--- src/rtl/mem_lsu_pkg.sv ---
// mem_lsu_pkg: encodings, FSM states and size helpers shared by the MEM load/store stage
package mem_lsu_pkg;
  localparam logic [1:0] MEM_NONE  = 2'b00;
  localparam logic [1:0] MEM_LOAD  = 2'b01;
  localparam logic [1:0] MEM_STORE = 2'b10;
  localparam logic [1:0] SEL_ZERO = 2'b00;
  localparam logic [1:0] SEL_PC4  = 2'b01;
  localparam logic [1:0] SEL_ALU  = 2'b10;
  localparam logic [1:0] SEL_LOAD = 2'b11;
  localparam logic [2:0] F3_LB  = 3'b000;
  localparam logic [2:0] F3_LH  = 3'b001;
  localparam logic [2:0] F3_LW  = 3'b010;
  localparam logic [2:0] F3_LD  = 3'b011;
  localparam logic [2:0] F3_LBU = 3'b100;
  localparam logic [2:0] F3_LHU = 3'b101;
  localparam logic [2:0] F3_LWU = 3'b110;
  localparam logic [2:0] F3_SB  = 3'b000;
  localparam logic [2:0] F3_SH  = 3'b001;
  localparam logic [2:0] F3_SW  = 3'b010;
  localparam logic [2:0] F3_SD  = 3'b011;
  localparam int BYTE_W  = 8;
  localparam int HALF_W  = 16;
  localparam int WORD_W  = 32;
  localparam int DWORD_W = 64;
  typedef enum logic [1:0] {IDLE, REQ, WAIT, DONE} lsu_state_e;
  // log2 of the access size in bytes; doubleword folds to word on a 32-bit datapath
  function automatic logic [1:0] eff_size(input logic [1:0] f3_size, input int xlen);
    return (xlen == 32 && f3_size == 2'b11) ? 2'b10 : f3_size;
  endfunction
  function automatic logic misaligned(input logic [2:0] off, input logic [1:0] size);
    return (off & ((3'd1 << size) - 3'd1)) != 3'd0;
  endfunction
endpackage

--- src/rtl/mem_lsu_stage_load_align.sv ---
// load_align: extracts the addressed lane from a full read word and sign/zero-extends it
module load_align
  import mem_lsu_pkg::*;
#(
  parameter int XLEN = 32,
  parameter int LANE_W = $clog2(XLEN / 8)
) (
  input  logic [XLEN-1:0]   rdata,
  input  logic [2:0]        funct3,
  input  logic [LANE_W-1:0] lane,
  output logic [XLEN-1:0]   result
);
  logic [XLEN-1:0] s;
  assign s = rdata >> {lane, 3'b000};
  // LWU on a 32-bit datapath behaves as LW, which is the raw word
  assign result = funct3 == F3_LB  ? XLEN'($signed(s[BYTE_W-1:0])) :
                  funct3 == F3_LH  ? XLEN'($signed(s[HALF_W-1:0])) :
                  funct3 == F3_LW  ? XLEN'($signed(s[WORD_W-1:0])) :
                  funct3 == F3_LBU ? XLEN'(s[BYTE_W-1:0]) :
                  funct3 == F3_LHU ? XLEN'(s[HALF_W-1:0]) :
                  funct3 == F3_LWU ? (XLEN == DWORD_W ? XLEN'(s[WORD_W-1:0]) : XLEN'($signed(s[WORD_W-1:0]))) :
                  s;
endmodule

--- src/rtl/mem_lsu_stage.sv ---
// mem_lsu_stage: MEM stage issuing load/store requests on a valid/ready channel and waiting for responses
// Optional misaligned-access trap enabled by defining MEM_MISALIGN_TRAP_EN
module mem_lsu_stage
  import mem_lsu_pkg::*;
#(
  parameter int XLEN = 32,
  parameter int PC_WIDTH = 32,
  parameter int RADDR_W = 5
) (
  input  logic                clk,
  input  logic                rst,
  input  logic                exe_to_mem_valid,
  output logic                mem_allow_in,
  input  logic                wb_allow_in,
  output logic                mem_to_wb_valid,
  input  logic [PC_WIDTH-1:0] exe_pc,
  input  logic [XLEN-1:0]     exe_alu_result,
  input  logic [XLEN-1:0]     exe_store_data,
  input  logic [1:0]          exe_mem_op,
  input  logic [2:0]          exe_funct3,
  input  logic [1:0]          exe_rf_wr_sel,
  input  logic                exe_rf_wr_en,
  input  logic [RADDR_W-1:0]  exe_reg_waddr,
  input  logic                exe_inst_ebreak,
  output logic                dmem_req_valid,
  input  logic                dmem_req_ready,
  output logic                dmem_req_we,
  output logic [XLEN-1:0]     dmem_req_addr,
  output logic [XLEN/8-1:0]   dmem_req_wstrb,
  output logic [XLEN-1:0]     dmem_req_wdata,
  input  logic                dmem_rsp_valid,
  input  logic [XLEN-1:0]     dmem_rsp_rdata,
  output logic [PC_WIDTH-1:0] mem_to_wb_pc,
  output logic [XLEN-1:0]     mem_to_wb_result,
  output logic                mem_to_wb_rf_wr_en,
  output logic [RADDR_W-1:0]  mem_to_wb_reg_waddr,
  output logic                mem_to_wb_ebreak,
  output logic                mem_valid,
  output logic                bypass_wr_en,
  output logic [RADDR_W-1:0]  bypass_waddr,
  output logic [XLEN-1:0]     bypass_data,
  output logic                bypass_busy
`ifdef MEM_MISALIGN_TRAP_EN
  ,
  output logic                mem_to_wb_misalign
`endif
);
  localparam int LANE_W = $clog2(XLEN / 8);
  lsu_state_e state, state_n;
  logic [PC_WIDTH-1:0] pc_q, pc_inc;
  logic [XLEN-1:0] alu_q, sd_q, rdata_q, load_data, result;
  logic [1:0] op_q, sel_q, sz;
  logic [2:0] f3_q;
  logic wr_en_q, ebreak_q;
  logic [RADDR_W-1:0] waddr_q;
  logic [LANE_W-1:0] lane;
  logic [XLEN/8-1:0] size_mask;
  logic is_mem, ready_go, cap, cap_mem, entry_mis, mis, wr_en;
  assign is_mem = op_q == MEM_LOAD || op_q == MEM_STORE;
  assign ready_go = !is_mem || state == DONE;
  assign mem_allow_in = !mem_valid || (ready_go && wb_allow_in);
  assign cap = mem_allow_in && exe_to_mem_valid;
  assign cap_mem = cap && (exe_mem_op == MEM_LOAD || exe_mem_op == MEM_STORE);
  assign lane = alu_q[LANE_W-1:0];
  assign sz = eff_size(f3_q[1:0], XLEN);
  assign pc_inc = pc_q + PC_WIDTH'(4);
  assign size_mask = sz == 2'd0 ? 'h1 : sz == 2'd1 ? 'h3 : sz == 2'd2 ? 'hf : '1;
`ifdef MEM_MISALIGN_TRAP_EN
  assign entry_mis = misaligned(3'(exe_alu_result[LANE_W-1:0]), eff_size(exe_funct3[1:0], XLEN));
  assign mis = is_mem && misaligned(3'(lane), sz);
  assign mem_to_wb_misalign = mem_valid && mis;
`else
  assign entry_mis = 1'b0;
  assign mis = 1'b0;
`endif
  always_ff @(posedge clk or posedge rst)
    if (rst) begin
      state <= IDLE;
      mem_valid <= 1'b0;
    end else begin
      state <= state_n;
      if (mem_allow_in) mem_valid <= exe_to_mem_valid;
    end
  always_ff @(posedge clk) begin
    if (cap) begin
      pc_q <= exe_pc;
      alu_q <= exe_alu_result;
      sd_q <= exe_store_data;
      op_q <= exe_mem_op;
      f3_q <= exe_funct3;
      sel_q <= exe_rf_wr_sel;
      wr_en_q <= exe_rf_wr_en;
      waddr_q <= exe_reg_waddr;
      ebreak_q <= exe_inst_ebreak;
    end
    if (state == WAIT && dmem_rsp_valid) rdata_q <= dmem_rsp_rdata;
  end
  // A misaligned access under the trap skips the bus and completes immediately
  always_comb
    state_n = (state == IDLE || (state == DONE && wb_allow_in)) ? (cap_mem ? (entry_mis ? DONE : REQ) : IDLE) :
              (state == REQ && dmem_req_ready) ? WAIT :
              (state == WAIT && dmem_rsp_valid) ? DONE : state;
  load_align #(.XLEN(XLEN), .LANE_W(LANE_W)) u_align (
    .rdata(rdata_q),
    .funct3(f3_q),
    .lane(lane),
    .result(load_data)
  );
  always_comb begin
    dmem_req_valid = state == REQ;
    dmem_req_we = op_q == MEM_STORE;
    dmem_req_addr = {alu_q[XLEN-1:LANE_W], LANE_W'(0)};
    dmem_req_wstrb = size_mask << lane;
    dmem_req_wdata = sz == 2'd0 ? {XLEN/8{sd_q[7:0]}} : sz == 2'd1 ? {XLEN/16{sd_q[15:0]}} :
                     sz == 2'd2 ? {XLEN/32{sd_q[31:0]}} : sd_q;
    result = mis ? alu_q : sel_q == SEL_ZERO ? '0 : sel_q == SEL_PC4 ? XLEN'(pc_inc) :
             sel_q == SEL_ALU ? alu_q : load_data;
    wr_en = wr_en_q && !mis;
    mem_to_wb_valid = mem_valid && ready_go;
    mem_to_wb_pc = pc_q;
    mem_to_wb_result = result;
    mem_to_wb_rf_wr_en = wr_en;
    mem_to_wb_reg_waddr = waddr_q;
    mem_to_wb_ebreak = ebreak_q;
    bypass_wr_en = mem_valid && wr_en;
    bypass_waddr = waddr_q;
    bypass_data = result;
    bypass_busy = mem_valid && op_q == MEM_LOAD && state != DONE;
  end
endmodule

--- config.mk ---
export PLATFORM = sky130hd
export DESIGN_NAME = mem_lsu_stage
export DESIGN_NICKNAME = d
export VERILOG_FILES = /design/src/rtl/mem_lsu_pkg.sv /design/src/rtl/mem_lsu_stage_load_align.sv /design/src/rtl/mem_lsu_stage.sv
export SDC_FILE = /design/constraint.sdc
export NUM_CORES = 1
export LEC_CHECK = 0
export ABC_CLOCK_PERIOD_IN_PS = 4500
export BUFFER_PORTS_ARGS = -buffer_cell sky130_fd_sc_hd__buf_4
export CAP_MARGIN = 25
export CORE_ASPECT_RATIO = 0.6
export CORE_MARGIN = 2
export CORE_UTILIZATION = 48
export DETAILED_ROUTE_END_ITERATION = 12
export PLACE_DENSITY = 0.88
export SLEW_MARGIN = 40
export SYNTH_ARGS = -nofsm -noshare
export SYNTH_HDL_FRONTEND = slang
export SYNTH_HIERARCHICAL = 1
export SYNTH_SLANG_ARGS = --single-unit
--- constraint.sdc ---
create_clock -name clk -period 4.5 [get_ports clk]
set_input_delay 1.35 -clock clk [delete_from_list [all_inputs] [get_ports clk]]
set_output_delay 1.35 -clock clk [all_outputs]
set_load 0.01 [all_outputs]
==> results of run 1 <==
==> power by group through the flow <==
stage / Combinational (uW) / Clock [uW] / Sequential [uW]
6_report: 1200 / 1560 / 1850
2_1_floorplan: 700 / 0 / 1840
3_3_place_gp: 1170 / 0 / 1870
3_5_place_dp: 1190 / 0 / 1880
4_1_cts: 1200 / 1580 / 1850
5_1_grt: 1300 / 1630 / 1880
==> metrics by stage <==
| step | area (um^2) | utilization | std cells |
|---|---|---|---|
| finish | 10260 | 0.6712 | 1093 |
| global route | 10260 | 0.6712 | 1093 |
| CTS | 10220 | 0.6684 | 1089 |
| detailed placement | 9575 | 0.6265 | 1058 |
| global placement | 9575 | 0.6265 | 1058 |
| floorplan | 7456 | - | 616 |
==> per-layer routing <==
metal / part of all wire / vias to the layer above
met5: 0.00058 / -
met4: 0.0095 / 2
met3: 0.10 / 21
met2: 0.48 / 271
met1: 0.41 / 2750
li1: - / 2678
==> cell usage after synthesis, types with 4 or more instances <==
library cell,count,area (um^2)
sky130_fd_sc_hd__mux2_2,25,281.5
sky130_fd_sc_hd__xnor2_1,5,43.79
sky130_fd_sc_hd__edfxtp_1,142,4264
sky130_fd_sc_hd__buf_6,4,45.04
sky130_fd_sc_hd__o21ai_0,47,235.2
sky130_fd_sc_hd__buf_4,80,600.6
sky130_fd_sc_hd__inv_1,10,37.54
sky130_fd_sc_hd__a211oi_1,9,67.56
sky130_fd_sc_hd__a21oi_1,18,90.09
sky130_fd_sc_hd__xor2_1,22,192.7
sky130_fd_sc_hd__nand2_1,63,236.5
sky130_fd_sc_hd__o22ai_1,6,37.54
sky130_fd_sc_hd__mux2i_1,32,320.3
sky130_fd_sc_hd__nor2_1,44,165.2
sky130_fd_sc_hd__nand3_1,13,65.06
sky130_fd_sc_hd__a21oi_2,11,96.34
sky130_fd_sc_hd__a22oi_1,11,82.58
sky130_fd_sc_hd__nor3_1,6,30.03
sky130_fd_sc_hd__clkbuf_1,15,56.30
sky130_fd_sc_hd__nand4_1,7,43.79
sky130_fd_sc_hd__and3_1,5,31.28
==> critical path, cell delays in order (launching register included) <==
cell and delay, ns:
sky130_fd_sc_hd__edfxtp_1 0.62, sky130_fd_sc_hd__mux2i_1 0.36, sky130_fd_sc_hd__mux2i_4 0.13, sky130_fd_sc_hd__nor2b_2 0.51, sky130_fd_sc_hd__buf_4 0.27, sky130_fd_sc_hd__a21oi_1 0.06
sky130_fd_sc_hd__mux2i_1 0.19, sky130_fd_sc_hd__o22ai_1 0.15, sky130_fd_sc_hd__buf_4 0.18
==> cells by family after synthesis <==
family	count (synthesis)	share of synthesized area
simple gates	154	0.09589
flops	145	0.5824
buf+inv	114	0.1023
compound gates	112	0.09538
mux	59	0.08682
xor+xnor	27	0.03174
fa+ha+maj	3	0.005038
other cells	1	0.0005033
==> flip-flops by register name, summed over array words and instances (netlist names) <==
register            flops
alu_q                  32
bypass_waddr            5
f3_q                    3
mem_to_wb_ebreak        1
mem_to_wb_pc           32
mem_to_wb_rf_wr_en      1
mem_valid               1
op_q                    2
rdata_q                32
sd_q                   32
sel_q                   2
state                   2
==> final cells by class <==
type	instances	area, um^2	area share
Sequential cell	145	4339	0.4230
Clock buffer	19	432.9	0.04220
Clock inverter	12	207.7	0.02025
Tap cell	203	254.0	0.02476
Inverter	11	41.29	0.004025
Multi-Input combinational cell	357	2361	0.2301
Timing Repair Buffer	346	2623	0.2556
==> final timing paths <==
path,start,endpoint,slack [ns],depth (start not counted)
setup / recovery,alu_q[1],bypass_data[16],0.27,8
hold / removal,state[0],state[1],0.65,1
setup reg to reg,op_q[1],mem_to_wb_pc[31],1.95,5
hold reg to reg,state[0],state[1],0.65,1
max in group asynchronous,rst,state[1],3.55,2
min in group asynchronous,rst,state[0],0.81,2
==> what timing repair did <==
item                                    in CTS  in global routing
resized for setup                            0                  0
setup buffers                                0                  4
endpoints found under the setup margin       0                  2
hold buffers                                 0                  0
hold endpoints to repair                     0                  0
==> impl_metrics.prom, run 1 <==
# TYPE chip_impl_metric gauge
chip_impl_metric{name="report.final.hold_viol_count",unit=""} 0
chip_impl_metric{name="fmax",unit="MHz"} 236.5
chip_impl_metric{name="cts.reportedPaths.clkPinSlew",unit="ns"} 0.06
chip_impl_info{name="final_common_cell",value="sky130_fd_sc_hd__buf_4"} 1
chip_impl_metric{name="buffer_ports.inserted",unit=""} 328
chip_impl_metric{name="postSynth.asyncResetShare",unit=""} 0.02069
chip_impl_metric{name="clock_sinks",unit=""} 145
chip_impl_metric{name="postSynthRegisterBits",unit=""} 145
chip_impl_info{name="hold_path_class",value="flip-flop to flip-flop"} 1
chip_impl_metric{name="cts-buffers-inserted",unit=""} 17
chip_impl_metric{name="row_count",unit=""} 35
chip_impl_metric{name="initial_core_util",unit=""} 0.4875
chip_impl_metric{name="clk_skew",unit="ns"} 0.01106
chip_impl_info{name="grt-busiest-layer",value="met2"} 1
chip_impl_metric{name="grt_start_max_net_pins",unit=""} 68
chip_impl_metric{name="sequentialPowerShare",unit=""} 0.402
chip_impl_info{name="final_cell_mix",value="sky130_fd_sc_hd__buf_4 (344), sky130_fd_sc_hd__edfxtp_1 (142), sky130_fd_sc_hd__nand2_1 (63)"} 1
chip_impl_metric{name="layout-area-overhead-vs-synth",unit="%"} 37.68
chip_impl_metric{name="drt-pass1-iter-count",unit=""} 5
chip_impl_info{name="setup.worst_path.start_class",value="flip-flop"} 1
chip_impl_metric{name="synth.avg_cell_area",unit="um^2"} 12.12
chip_impl_metric{name="static-leakage-power",unit="uW"} 0.004279
chip_impl_metric{name="number_of_cells_produced_by_synthesis",unit=""} 615
chip_impl_metric{name="gpl.final_weighted_congestion",unit=""} 0.9407
chip_impl_metric{name="synthesis.area",unit="um^2"} 7451
chip_impl_metric{name="global_route.usage.met2",unit=""} 0.4387
chip_impl_info{name="cp_endpoint_kind",value="primary output"} 1
chip_impl_metric{name="max_slew.worst_pin.slew",unit="ns"} 0.7929
chip_impl_metric{name="detail_route.wl_per_cell",unit="um"} 20.57
chip_impl_metric{name="finalNetCount",unit=""} 1029
chip_impl_metric{name="die_h",unit="um"} 100.5
chip_impl_metric{name="post-route-min-period",unit="ns"} 4.229
chip_impl_metric{name="finalWorstSetupSlack",unit="ns"} 0.2713
chip_impl_metric{name="fin_worst_hold_slack",unit="ns"} 0.6490
chip_impl_metric{name="track_usage",unit=""} 0.2672
chip_impl_metric{name="p_per_area",unit="nW/um^2"} 449.6
chip_impl_metric{name="pwr-share-comb",unit=""} 0.260
chip_impl_metric{name="ir_worst_vdd",unit="uV"} 241.3
chip_impl_metric{name="antenna_left",unit=""} 0
chip_impl_metric{name="core_region_area",unit="um^2"} 15280
chip_impl_metric{name="synth.yosys.warnings",unit=""} 6
chip_impl_metric{name="clkPwrFrac",unit=""} 0.338
chip_impl_metric{name="p_switching",unit="uW"} 1347
chip_impl_metric{name="use_met1",unit=""} 0.3359
chip_impl_metric{name="arrival_time_at_the_worst_endpoint",unit="ns"} 2.88
chip_impl_metric{name="worst_slew_margin_rel",unit=""} 0.4694
chip_impl_info{name="synth-main-ff-cell",value="sky130_fd_sc_hd__edfxtp_1"} 1
chip_impl_metric{name="synth_enable_flop_cells",unit=""} 142
chip_impl_metric{name="yosysUniqueCellTypes",unit=""} 46
chip_impl_metric{name="layout-drive-gt1-share",unit=""} 0.4798
chip_impl_metric{name="num_vias",unit=""} 5722
chip_impl_metric{name="fillers",unit=""} 1166
chip_impl_metric{name="io_pins",unit=""} 331
chip_impl_metric{name="seq_area_frac_synth",unit=""} 0.5824
chip_impl_metric{name="htree_levels",unit=""} 4
chip_impl_metric{name="final.setup.tns",unit="ns"} 0
chip_impl_info{name="status",value="complete, no violations"} 1
chip_impl_metric{name="drt_first_iter_violations",unit=""} 373
chip_impl_metric{name="grt_antenna_before_repair",unit=""} 1
chip_impl_metric{name="power.internal",unit="uW"} 3266
chip_impl_metric{name="avgViaCountPerCell",unit=""} 5.235
chip_impl_metric{name="place_worst_setup_slack",unit="ns"} 0.5545
chip_impl_metric{name="switching_power_as_a_share_of_total_power",unit=""} 0.2920
chip_impl_metric{name="overall_die_area",unit="um^2"} 16570
chip_impl_metric{name="clock_tree.buffer_depth",unit=""} 2
chip_impl_metric{name="drc_errors",unit=""} 0
chip_impl_metric{name="route.final.wire_length",unit="mm"} 22.49
chip_impl_info{name="cts_root_buf",value="sky130_fd_sc_hd__clkbuf_16"} 1
chip_impl_info{name="grt_setup_unrepaired",value="false"} 1
chip_impl_metric{name="gr-usage-met3",unit=""} 0.1070
chip_impl_info{name="crit_type",value="flip-flop to primary output"} 1
chip_impl_metric{name="timing.final.max_slew_violations",unit=""} 0
chip_impl_metric{name="dieWidth",unit="um"} 164.8
chip_impl_metric{name="worst_skew_pair.late_latency",unit="ns"} 0.40
chip_impl_metric{name="critical_path_required",unit="ns"} 3.15
chip_impl_metric{name="min_period_over_period",unit=""} 0.9397
chip_impl_metric{name="timing.final.setup_violations",unit=""} 0
chip_impl_metric{name="globalRouteOverflowTotal",unit=""} 0
chip_impl_metric{name="sum_of_internal_switching_and_leakage_power",unit="uW"} 4613
chip_impl_metric{name="grt_pass1_vias",unit=""} 5532
chip_impl_metric{name="maxCapViolCount",unit=""} 0
chip_impl_info{name="tritoncts",value="built"} 1
chip_impl_metric{name="insertedDiodeCount",unit=""} 0
chip_impl_metric{name="detailedPlacementHpwl",unit="mm"} 17.27
chip_impl_metric{name="cp_max_fo",unit=""} 10
chip_impl_metric{name="grt_first_pass_wirelength",unit="mm"} 32.22
Power figures use the tool's default switching activity.
==> run 2: changes to the inputs <==
--- a/config.mk
+++ b/config.mk
@@ -13,6 +13,7 @@
 export CORE_UTILIZATION = 48
 export DETAILED_ROUTE_END_ITERATION = 12
 export PLACE_DENSITY = 0.88
+export REMOVE_ABC_BUFFERS = 1
 export SLEW_MARGIN = 40
 export SYNTH_ARGS = -nofsm -noshare
 export SYNTH_HDL_FRONTEND = slang
==> impl_metrics.prom, run 2 (synthesis results as in run 1) <==
# TYPE chip_impl_metric gauge
chip_impl_metric{name="core_region_area",unit="um^2"} 15280
chip_impl_metric{name="finalWorstSetupSlack",unit="ns"} 0.4290
chip_impl_metric{name="detail_route.wl_per_cell",unit="um"} 20.05
chip_impl_metric{name="grt_antenna_before_repair",unit=""} 0
chip_impl_metric{name="dieWidth",unit="um"} 164.8
chip_impl_info{name="timing.critical_path.cells",value="buf_4 > nor2b_1 > a211oi_1 > nor2_1 > o21ai_0 > o21ai_0 > buf_4"} 1
chip_impl_metric{name="io_pins",unit=""} 331
chip_impl_metric{name="track_usage",unit=""} 0.2566
chip_impl_metric{name="row_count",unit=""} 35
chip_impl_metric{name="cts.reportedPaths.clkPinSlew",unit="ns"} 0.06
chip_impl_metric{name="insertedDiodeCount",unit=""} 0
chip_impl_metric{name="globalRouteOverflowTotal",unit=""} 0
chip_impl_info{name="worst_r2r_endpoint",value="mem_to_wb_ebreak"} 1
chip_impl_metric{name="rr_worst_depth",unit=""} 5
chip_impl_metric{name="drt-pass1-iter-count",unit=""} 5
chip_impl_metric{name="worst-path-stages",unit=""} 7
chip_impl_metric{name="initial_core_util",unit=""} 0.4875
chip_impl_metric{name="die_h",unit="um"} 100.5
chip_impl_metric{name="num_vias",unit=""} 5685
chip_impl_metric{name="p_per_area",unit="nW/um^2"} 429.5
chip_impl_metric{name="htree_levels",unit=""} 4
chip_impl_metric{name="place_worst_setup_slack",unit="ns"} 0.8301
chip_impl_info{name="setup.worst_path.start_class",value="flip-flop"} 1
chip_impl_info{name="cp-startpoint",value="alu_q[0]"} 1
chip_impl_metric{name="overall_die_area",unit="um^2"} 16570
chip_impl_metric{name="drc_errors",unit=""} 0
chip_impl_info{name="grt_setup_unrepaired",value="false"} 1
chip_impl_metric{name="critical_path_required",unit="ns"} 3.15
chip_impl_metric{name="critPathMaxStageDelay",unit="ns"} 0.69
chip_impl_metric{name="report.final.hold_viol_count",unit=""} 0
chip_impl_metric{name="grt_pass1_vias",unit=""} 5568
chip_impl_info{name="crit_type",value="flip-flop to primary output"} 1
chip_impl_metric{name="cts-buffers-inserted",unit=""} 17
chip_impl_metric{name="fmax",unit="MHz"} 245.6
chip_impl_metric{name="post-route-cell-area",unit="um^2"} 10120
chip_impl_metric{name="post-route-min-period",unit="ns"} 4.071
chip_impl_metric{name="gpl.final_weighted_congestion",unit=""} 0.8744
chip_impl_metric{name="drt_first_iter_violations",unit=""} 433
chip_impl_metric{name="worst_skew_pair.late_latency",unit="ns"} 0.41
chip_impl_metric{name="route.final.wire_length",unit="mm"} 21.84
chip_impl_info{name="status",value="complete, no violations"} 1
chip_impl_info{name="final_common_cell",value="sky130_fd_sc_hd__buf_4"} 1
chip_impl_info{name="final_cell_mix",value="sky130_fd_sc_hd__buf_4 (342), sky130_fd_sc_hd__edfxtp_1 (142), sky130_fd_sc_hd__nand2_1 (63)"} 1
chip_impl_metric{name="layout-area-overhead-vs-synth",unit="%"} 35.87
chip_impl_metric{name="layout-drive-gt1-share",unit=""} 0.4797
chip_impl_metric{name="regToRegSetupSlack",unit="ns"} 2.18
chip_impl_metric{name="final_cell_count_no_fill",unit=""} 1089
chip_impl_metric{name="timing.final.max_slew_violations",unit=""} 0
chip_impl_metric{name="worst_slew_margin_rel",unit=""} 0.5173
chip_impl_metric{name="post-cts-setup-buffers",unit=""} 0
chip_impl_metric{name="clock_sinks",unit=""} 145
chip_impl_metric{name="cts-hold-fix-buffers",unit=""} 0
chip_impl_metric{name="buffer_ports.inserted",unit=""} 328
chip_impl_metric{name="grt_first_pass_wirelength",unit="mm"} 31.27
chip_impl_metric{name="ir_worst_vdd",unit="uV"} 238.9
chip_impl_metric{name="antenna_left",unit=""} 0
chip_impl_metric{name="post_placement_cell_area",unit="um^2"} 9583
chip_impl_metric{name="clock_tree.buffer_depth",unit=""} 2
chip_impl_metric{name="critPathBufInv",unit=""} 2
chip_impl_metric{name="final.setup.tns",unit="ns"} 0
chip_impl_info{name="cp_endpoint_kind",value="primary output"} 1
chip_impl_metric{name="maxCapViolCount",unit=""} 0
chip_impl_metric{name="max_slew.worst_pin.slew",unit="ns"} 0.7214
chip_impl_info{name="r2r-start",value="op_q[1]"} 1
chip_impl_metric{name="post_cts_resize_count",unit=""} 0
chip_impl_info{name="tritoncts",value="built"} 1
chip_impl_info{name="timing.critical_path.max_delay_family",value="flip-flops"} 1
chip_impl_info{name="critical_path.endpoint",value="mem_to_wb_result[9]"} 1
chip_impl_metric{name="min_period_over_period",unit=""} 0.9047
chip_impl_info{name="cts_root_buf",value="sky130_fd_sc_hd__clkbuf_16"} 1
chip_impl_metric{name="timing.final.setup_violations",unit=""} 0
chip_impl_metric{name="detailedPlacementHpwl",unit="mm"} 17.13
chip_impl_metric{name="static-leakage-power",unit="uW"} 0.004218
chip_impl_metric{name="clk_skew",unit="ns"} 0.005625
chip_impl_info{name="hold_path_class",value="flip-flop to flip-flop"} 1
chip_impl_metric{name="grt_start_max_net_pins",unit=""} 64
chip_impl_info{name="crit_path_top_delay_cell",value="sky130_fd_sc_hd__edfxtp_1"} 1
chip_impl_metric{name="arrival_time_at_the_worst_endpoint",unit="ns"} 2.72
chip_impl_metric{name="finalNetCount",unit=""} 1026
chip_impl_metric{name="place.detailed.instances",unit=""} 1059
chip_impl_metric{name="avgViaCountPerCell",unit=""} 5.220
chip_impl_metric{name="cp_max_fo",unit=""} 14
==> run 2: changes by cell type in the layout (fill, tap and decap cells not counted), moves of 2 or more <==
cell and change:
sky130_fd_sc_hd__buf_4 -2, sky130_fd_sc_hd__clkbuf_1 -2, sky130_fd_sc_hd__bufinv_16 -4, sky130_fd_sc_hd__clkinv_2 +4
==> run 2: routing by layer <==
layer / up-vias / global-route usage / wire [um]
met5: - / 0 / 0
met4: 0 / 0.05753 / 222
met3: 16 / 0.08433 / 2137
met2: 252 / 0.4448 / 10980
met1: 2747 / 0.3154 / 8497
li1: 2670 / - / -
==> run 2: metrics by stage <==
step / hold slack (ns) / total power (uW) / utilization
4_1_cts: 0.6147 / 4380 / 0.6624
6_report: 0.6210 / 4348 / 0.6624
3_5_place_dp: 0.6061 / 3069 / 0.6270
3_3_place_gp: 0.5848 / 3042 / 0.6270
2_1_floorplan: 0.5310 / 2400 / -
5_1_grt: 0.6471 / 4555 / 0.6624
==> run 2: worst min-delay path by stage <==
stage / endpoint / startpoint / cells past startpoint
floorplan: state[0] / state[0] / 1
global placement: state[0] / state[0] / 1
detailed placement: state[0] / state[0] / 1
CTS: state[0] / state[0] / 1
global route: state[0] / state[0] / 1
finish: state[0] / state[0] / 1
==> run 2: area by class of cell <==
class	count	area, um^2
inverters	11	41.29
flip-flops and latches	145	4339
well taps	203	254.0
clock buffers	17	425.4
repair buffers	343	2587
multi-input cells	357	2361
fillers	1162	5160
clock inverters	13	115.1
==> run 2: worst register-to-register path, cell delays in order, from the launching register on <==
cell and delay (ns):
sky130_fd_sc_hd__edfxtp_1 0.39, sky130_fd_sc_hd__ha_1 0.29, sky130_fd_sc_hd__a21oi_1 0.05, sky130_fd_sc_hd__o21ai_0 0.40, sky130_fd_sc_hd__and2_4 0.40, sky130_fd_sc_hd__buf_4 0.42
==> run 2: power breakdown <==
part | internal [uW] | switching, uW | leakage (uW)
Sequential | 1710 | 152 | 0.00136
Clock | 755 | 553 | 0.000258
Combinational | 563 | 616 | 0.00260
Total | 3030 | 1320 | 0.00422
